File: src/rtl/uart_dbus_master.sv
// Host debug bridge: UART byte frames in, word dBus reads/writes out.
// Replies (ACK, NAK or read data plus status) go back over the UART TX port.
module uart_dbus_master #(
    parameter int CLK_FREQ            = 100000000,
    parameter int WL                  = 32,
    parameter int BYTE_TIMEOUT_CYCLES = 1000000,
    parameter int RSP_TIMEOUT_CYCLES  = 1024
) (
    input  logic          clk,
    input  logic          reset,
    input  logic          rx_valid,
    input  logic [7:0]    rx_data,
    input  logic          tx_rdy,
    output logic          tx_vld,
    output logic [7:0]    tx_data,
    output logic          dbus_cmd_valid,
    input  logic          dbus_cmd_ready,
    output logic          dbus_cmd_payload_wr,
    output logic [WL-1:0] dbus_cmd_payload_address,
    output logic [WL-1:0] dbus_cmd_payload_data,
    output logic [1:0]    dbus_cmd_payload_size,
    input  logic          dbus_rsp_ready,
    input  logic          dbus_rsp_error,
    input  logic [WL-1:0] dbus_rsp_data,
    output logic          busy,
    output logic          overrun
);

    localparam int NB  = WL / 8;
    localparam int BCW = $clog2(NB) + 1;
    localparam int BTW = $clog2(BYTE_TIMEOUT_CYCLES + 1);
    localparam int RTW = $clog2(RSP_TIMEOUT_CYCLES + 1);
    localparam int TLW = $clog2(NB + 2);
    localparam int QW  = WL + 8;

    localparam logic [7:0] CMD_W = 8'h57;
    localparam logic [7:0] CMD_R = 8'h52;
    localparam logic [7:0] ACK   = 8'h06;
    localparam logic [7:0] NAK   = 8'h15;

    if (CLK_FREQ <= 0 || WL % 8 != 0 || WL < 8) begin : g_param_err
        $error("uart_dbus_master: bad CLK_FREQ or WL");
    end

    typedef enum logic [2:0] {
        IDLE, ADDR, WDATA, CMD, RSP, TX
    } state_t;

    state_t         state_q, state_d;
    logic           wr_q, wr_d;
    logic [WL-1:0]  addr_q, addr_d;
    logic [WL-1:0]  data_q, data_d;
    logic [BCW-1:0] bcnt_q, bcnt_d;
    logic [BTW-1:0] btmo_q, btmo_d;
    logic [RTW-1:0] rtmo_q, rtmo_d;
    logic [QW-1:0]  txq_q, txq_d;
    logic [TLW-1:0] txleft_q, txleft_d;
    logic           armed_q, armed_d;
    logic           overrun_q, overrun_d;

    always_ff @(posedge clk or posedge reset) begin
        if (reset) begin
            state_q   <= IDLE;
            wr_q      <= 1'b0;
            addr_q    <= '0;
            data_q    <= '0;
            bcnt_q    <= '0;
            btmo_q    <= '0;
            rtmo_q    <= '0;
            txq_q     <= '0;
            txleft_q  <= '0;
            armed_q   <= 1'b1;
            overrun_q <= 1'b0;
        end else begin
            state_q   <= state_d;
            wr_q      <= wr_d;
            addr_q    <= addr_d;
            data_q    <= data_d;
            bcnt_q    <= bcnt_d;
            btmo_q    <= btmo_d;
            rtmo_q    <= rtmo_d;
            txq_q     <= txq_d;
            txleft_q  <= txleft_d;
            armed_q   <= armed_d;
            overrun_q <= overrun_d;
        end
    end

    // armed_q: tx_rdy has been seen low since the previous byte pulse
    assign tx_vld = (state_q == TX) && armed_q && tx_rdy;

    always_comb begin
        state_d   = state_q;
        wr_d      = wr_q;
        addr_d    = addr_q;
        data_d    = data_q;
        bcnt_d    = bcnt_q;
        btmo_d    = btmo_q;
        rtmo_d    = rtmo_q;
        txq_d     = txq_q;
        txleft_d  = txleft_q;
        armed_d   = armed_q;
        overrun_d = overrun_q;
        if (!tx_rdy) armed_d = 1'b1;
        unique case (state_q)
            IDLE: begin
                if (rx_valid) begin
                    bcnt_d = '0;
                    btmo_d = '0;
                    if (rx_data == CMD_W || rx_data == CMD_R) begin
                        wr_d    = (rx_data == CMD_W);
                        state_d = ADDR;
                    end else begin
                        txq_d    = {{WL{1'b0}}, NAK};
                        txleft_d = TLW'(1);
                        state_d  = TX;
                    end
                end
            end
            ADDR, WDATA: begin
                if (rx_valid) begin
                    btmo_d = '0;
                    bcnt_d = bcnt_q + BCW'(1);
                    if (state_q == ADDR) addr_d = {rx_data, addr_q[WL-1:8]};
                    else                 data_d = {rx_data, data_q[WL-1:8]};
                    if (bcnt_q == BCW'(NB - 1)) begin
                        bcnt_d  = '0;
                        state_d = (state_q == ADDR && wr_q) ? WDATA : CMD;
                    end
                end else if (btmo_q == BTW'(BYTE_TIMEOUT_CYCLES)) begin
                    state_d = IDLE;
                end else begin
                    btmo_d = btmo_q + BTW'(1);
                end
            end
            CMD: begin
                if (dbus_cmd_ready) begin
                    if (wr_q) begin
                        txq_d    = {{WL{1'b0}}, ACK};
                        txleft_d = TLW'(1);
                        state_d  = TX;
                    end else begin
                        rtmo_d  = '0;
                        state_d = RSP;
                    end
                end
            end
            RSP: begin
                if (dbus_rsp_ready) begin
                    txq_d    = {dbus_rsp_error ? NAK : ACK, dbus_rsp_data};
                    txleft_d = TLW'(NB + 1);
                    state_d  = TX;
                end else if (rtmo_q == RTW'(RSP_TIMEOUT_CYCLES - 1)) begin
                    txq_d    = {NAK, {WL{1'b0}}};
                    txleft_d = TLW'(NB + 1);
                    state_d  = TX;
                end else begin
                    rtmo_d = rtmo_q + RTW'(1);
                end
            end
            TX: begin
                if (tx_vld) begin
                    txq_d    = txq_q >> 8;
                    txleft_d = txleft_q - TLW'(1);
                    armed_d  = 1'b0;
                    if (txleft_q == TLW'(1)) state_d = IDLE;
                end
            end
            default: state_d = IDLE;
        endcase
        if (rx_valid && (state_q == CMD || state_q == RSP || state_q == TX))
            overrun_d = 1'b1;
    end

    assign tx_data                  = txq_q[7:0];
    assign dbus_cmd_valid           = (state_q == CMD);
    assign dbus_cmd_payload_wr      = wr_q;
    assign dbus_cmd_payload_address = addr_q;
    assign dbus_cmd_payload_data    = data_q;
    assign dbus_cmd_payload_size    = 2'b10;
    assign busy                     = (state_q != IDLE);
    assign overrun                  = overrun_q;

endmodule

File: config.mk
export PLATFORM = sky130hd
export DESIGN_NAME = uart_dbus_master
export DESIGN_NICKNAME = d
export VERILOG_FILES = /design/src/rtl/uart_dbus_master.sv
export SDC_FILE = /design/constraint.sdc
export NUM_CORES = 1
export LEC_CHECK = 0
export BUFFER_PORTS_ARGS = -buffer_cell sky130_fd_sc_hd__buf_2
export CELL_PAD_IN_SITES_DETAIL_PLACEMENT = 1
export CELL_PAD_IN_SITES_GLOBAL_PLACEMENT = 1
export CORE_ASPECT_RATIO = 1.2
export CORE_UTILIZATION = 35
export CTS_CLUSTER_DIAMETER = 80
export CTS_CLUSTER_SIZE = 10
export DETAILED_ROUTE_END_ITERATION = 8
export GPL_ROUTABILITY_DRIVEN = 1
export GPL_TIMING_DRIVEN = 0
export PLACE_DENSITY_LB_ADDON = 0.1
export SYNTH_ARGS = -nofsm -noshare
export SYNTH_HDL_FRONTEND = slang
export SYNTH_SLANG_ARGS = --single-unit
File: constraint.sdc
create_clock -name clk -period 5.21 [get_ports clk]
set_input_delay 0.7815 -clock clk [delete_from_list [all_inputs] [get_ports clk]]
set_output_delay 0.7815 -clock clk [all_outputs]
set_load 0.05 [all_outputs]
## After elaboration in Yosys (flattened, before gate mapping)

Index checks and enable logic that the tools add are counted.

| word-level totals | value |
|---|---|
| logic and storage cells | 106 |
| flip-flop bits (word level) | 147 |
| input bits | 47 |

| cells by class | value |
|---|---|
| add/sub/neg operators | 4 |
| reduce and logical (&&, ||, !) cells | 21 |
| bitwise gates (word level) | 1 |
| eq/ne operators | 25 |
| mux-type cells | 44 |

Operators by type and width:

| operator | number |
|---|---|
| 40-bit 2-to-1 mux | 7 |
| 40-bit case mux with 4 select lines | 1 |
| 20-bit 2-to-1 mux | 3 |
| 3-bit 2-to-1 mux | 18 |
| 11-bit 2-to-1 mux | 4 |
| 20-bit case mux with 2 select lines | 1 |
| 11-bit case mux with 2 select lines | 1 |
| 20-bit by 1-bit adder with 20-bit output (second input constant) | 1 |
| 20-bit equality test (second input constant) | 1 |
| 8-bit by 7-bit equality test with 1-bit output (second input constant) | 2 |
| 3-bit case mux with 5 select lines | 1 |
| 3-bit AND reduction | 5 |
| 2-bit inequality test (second input constant) | 7 |
| 7-bit AND reduction | 2 |
| 3-bit inequality test (second input constant) | 4 |
| 3-bit case mux with 4 select lines | 1 |
| 11-bit by 1-bit adder with 11-bit output (second input constant) | 1 |
| 11-bit by 10-bit equality test with 1-bit output (second input constant) | 1 |
| 3-bit by 2-bit equality test with 1-bit output (second input constant) | 3 |
| 3-bit by 1-bit equality test with 1-bit output (second input constant) | 2 |
| 3-bit equality test (second input constant) | 2 |
| 2-bit by 1-bit inequality test with 1-bit output (second input constant) | 3 |
| 3-bit case mux with 2 select lines | 1 |
| 1-bit 2-to-1 mux | 5 |
| 12 further kinds | 18 |

## Logic depth before layout (Yosys ltp)

| logic depth | value |
|---|---|
| depth in word-level cells | 6 |
| depth in mapped cells | 8 |

## Least setup slack after synthesis

OpenSTA, ideal clock, no wires.

| timing path | value |
|---|---|
| path type | input -> output |
| start | input tx_rdy |
| end | output tx_vld |
| path buffers | 2 |
| data required time | 4.429 ns |
| data arrival time | 2.389 ns |
| cell stages on the path | 7 |
| path slack | 2.040 ns |
| path through | nand2_1 a2bb2oi_1 a2bb2oi_4 nand3_2 buf_4 buf_6 nor2_1 |

| between the ends | value |
|---|---|
| word-level cells in the longest chain between the ends | 1 |

Ends and longest elaborated chain:

| item | RTL line | RTL |
|---|---|---|
| start, declared | 13 | `input logic tx_rdy,` |
| 1-bit logical AND | 90 | `assign tx_vld = (state_q == TX) && armed_q && tx_rdy;` |
| end, declared | 14 | `output logic tx_vld,` |

Every way passes these cells.

==> reports/metrics.cfg <==
[synthesis]
synth_edf_count = 0
synth_fp_nets = 610
async_reset_ff_share_pct = 100
synth_top_area_share_pct = 52.5
ys_seq_elements = 142
synth_largest_area_cell = dfrtp_1
syn_avg_cell_area_um2 = 12.1
synth_area_um2 = 6720
ys_seq_area_share_pct = 52.9
ys_top_cells_by_area = dfrtp_1, mux2_2, a22o_1, nand2_1, mux2i_1
yosys_warnings = 0
syn_inst = 557
synthDistinctLibCells = 66
synth_flop_cell = dfrtp_1

[floorplan]
rows = 55
die_w_um = 129
core-area_um2 = 18900
dieArea_um2 = 19800
ios = 126
chipHeight_um = 154
start_util_pct = 35.7

[sta]
drv_slew = 0
fin_worst_skew_ns = 0.00833
period_share_pct = 70.0
fin_crit_ns = 3.65
fmax_mhz = 274
rsz0062_at_grt = false
worstMarginPinSlew_ns = 0.850
slew_headroom_pct = 43.3
finalSetupViolations = 0
hold_violations = 0

[drt]
dr.pass1.iters = 4
drt_first_iter_violations = 171
wl_mm = 17.5
drc = 0
via_count = 4969
wl_per_cell_um = 18.0
postRouteAntennaNets = 0
viasPerCell = 5.12

[cts]
ctsResizeCount = 0
cts_root_buf = clkbuf_16
post-cts-setup-buffers = 0
cts_hold_buf = 0
cts-htree-levels = 4
cts.reportedPaths.clkPinSlew_ns = 0.07
clock_sinks = 142
cts-buffers-inserted = 17
cts_buffer_depth = 2
clkLatencyLatePin_ns = 0.42
cts_tree = done

[worst_setup_path]
crit_fanout = 10
arrival_ns = 2.87
slowest_delay_ns = 0.56
cp_top_family = simple AND/OR/NAND/NOR gates
cp_slowest_cell = nor4_1
start_kind = primary input
crit_path_cell_trace = buf_2 -> nand4b_1 -> nor4_1 -> nand2b_1 -> nand3_2 -> buf_4 -> buf_6 -> nor2_1 -> buf_2
setup.worst_path.end_class = output port
crit_top_cell = buf_2
critical_path_class = in -> out
cp.required_ns = 4.43
path_buf_inv = 4

[global_route]
grt_max_degree = 93
grt_usage_pct = 19.0
grtUsageMet1_pct = 23.5
grt_pass1_vias = 5461
gr-max-usage-layer = met2
grt_overflow = 0
antenna_found_initial = 2
grt_use_met2_pct = 31.4
grt_pass1_wl_mm = 29.1
met3_usage_pct = 6.19

[placement]
post_dp_cell_area_um2 = 7690
portBuffers = 123
place_congestion = 0.795
hpwl_mm = 12.6

[power_and_ir_drop]
p_leak_nw = 3.99
power_mw = 5.67
power.density_nw_per_um2 = 685
vdd_ir_drop_max_mv = 0.419

[min_path]
hold_path.class = in -> async

[finish]
area_growth_pct = 23.1
fin_nets = 753
drive_gt1_share_pct = 41.4
finish.instance_area_um2 = 8270

[outcome]
status = completed

[run]
cap_violations = 0

[layout make-up]
class / instances / area [um2]
fill: 2104 / 10600
tap: 256 / 320
buffer: 37 / 226
clock buffer: 18 / 439
sequential: 142 / 3550
inverter: 16 / 65.1
multi-input combinational: 362 / 2880
clock inverter: 14 / 140
antenna: 1 / 2.50
timing repair buffer: 124 / 643
[synthesized netlist by cell type (2+ instances only)]
| master | instances |
|---|---|
| a211o_1 | 2 |
| a21o_1 | 4 |
| a21oi_1 | 12 |
| a22o_1 | 33 |
| a2bb2oi_1 | 2 |
| a31oi_1 | 12 |
| a41oi_1 | 3 |
| and2_1 | 3 |
| and3_1 | 10 |
| and3b_1 | 2 |
| and4_1 | 2 |
| buf_1 | 2 |
| buf_2 | 15 |
| buf_4 | 12 |
| buf_6 | 3 |
| clkbuf_1 | 4 |
| conb_1 | 2 |
| dfrtp_1 | 141 |
| ha_1 | 6 |
| inv_1 | 16 |
| mux2_1 | 2 |
| mux2_2 | 92 |
| mux2_4 | 2 |
| mux2i_1 | 10 |
| nand2_1 | 32 |
| nand2b_1 | 7 |
| nand3_1 | 12 |
| nand3b_1 | 3 |
| nand4_1 | 6 |
| nor2_1 | 26 |
| nor2b_1 | 3 |
| nor3_1 | 9 |
| nor3b_1 | 2 |
| nor4_1 | 5 |
| nor4b_1 | 2 |
| o2111ai_1 | 3 |
| o21ai_0 | 16 |
| o22ai_1 | 2 |
| o2bb2ai_1 | 2 |
| o31ai_1 | 3 |
| or3_1 | 3 |
| xnor2_1 | 4 |
| xor2_1 | 2 |
[routing by layer]
metal  routed length, um  share of wire, %
met3                 979               5.6
met5                  13             0.074
met4                 172              0.98
met2                8810                50
met1                7500                43
[kinds of logic after synthesis]
kind of cell             after synthesis  synth area share (%)
flip-flops                           142                  52.9
AO/OA/AOI/OAI                        108                  12.4
other                                  2                 0.112
buffers and inverters                 53                  4.26
AND/OR/NAND/NOR                      134                  10.8
multiplexers                         106                  17.7
XOR/XNOR                               6                 0.782
adder cells (fa/ha/maj)                6                  1.12
[worst paths after layout]
kind	cells past startpoint	to	slack [ns]	start
worst max-delay path	9	tx_vld	1.56	rx_data[5]
worst min-delay path	2	txq_q[29]	0.40	reset
worst max register to register	7	txq_q[0]	2.72	state_q[0]
worst min register to register	2	armed_q	0.47	armed_q
max in group asynchronous	3	state_q[2]	3.95	reset
min in group clk	2	armed_q	0.47	armed_q
[through the flow]
| stage | util [%] | cells | hold slack (ns) | setup WS (ns) | setup TNS (ns) |
|---|---|---|---|---|---|
| after floorplan | - | 557 | 0.439 | 0.621 | 0 |
| after global placement | 40.6 | 936 | 0.449 | -1.16 | -161.56 |
| after detailed placement | 40.8 | 937 | 0.458 | 1.54 | 0 |
| after CTS | 43.9 | 969 | 0.407 | 1.54 | 0 |
| after global routing | 43.9 | 969 | 0.429 | 1.37 | 0 |
| final | 43.9 | 970 | 0.403 | 1.56 | 0 |
[sequential cells by signal (all words and copies together) (netlist names)]
register,cells
txq_q,35
dbus_cmd_payload_address,32
dbus_cmd_payload_data,32
btmo_q,20
rtmo_q,11
bcnt_q,3
state_q,3
txleft_q,3
armed_q,1
dbus_cmd_payload_wr,1
overrun,1
[power breakdown]
group          internal (mW)  switching (mW)  leakage (nW)
clock network          0.653           0.547         0.290
logic                  0.891            1.81          1.84
registers               1.50           0.268          1.86
total                   3.04            2.62          3.99
[placed cells by master, fill, tap and decap left out, drive strengths merged, types with 13 or more instances in the layout]
cell,n
a22o,33
mux2,96
a21oi,13
nand3,13
clkbuf,23
inv,27
nand2,33
nor2,26
o21ai,17
buf,156
dfrtp,141
No activity file was read; power rests on OpenSTA's default activity.
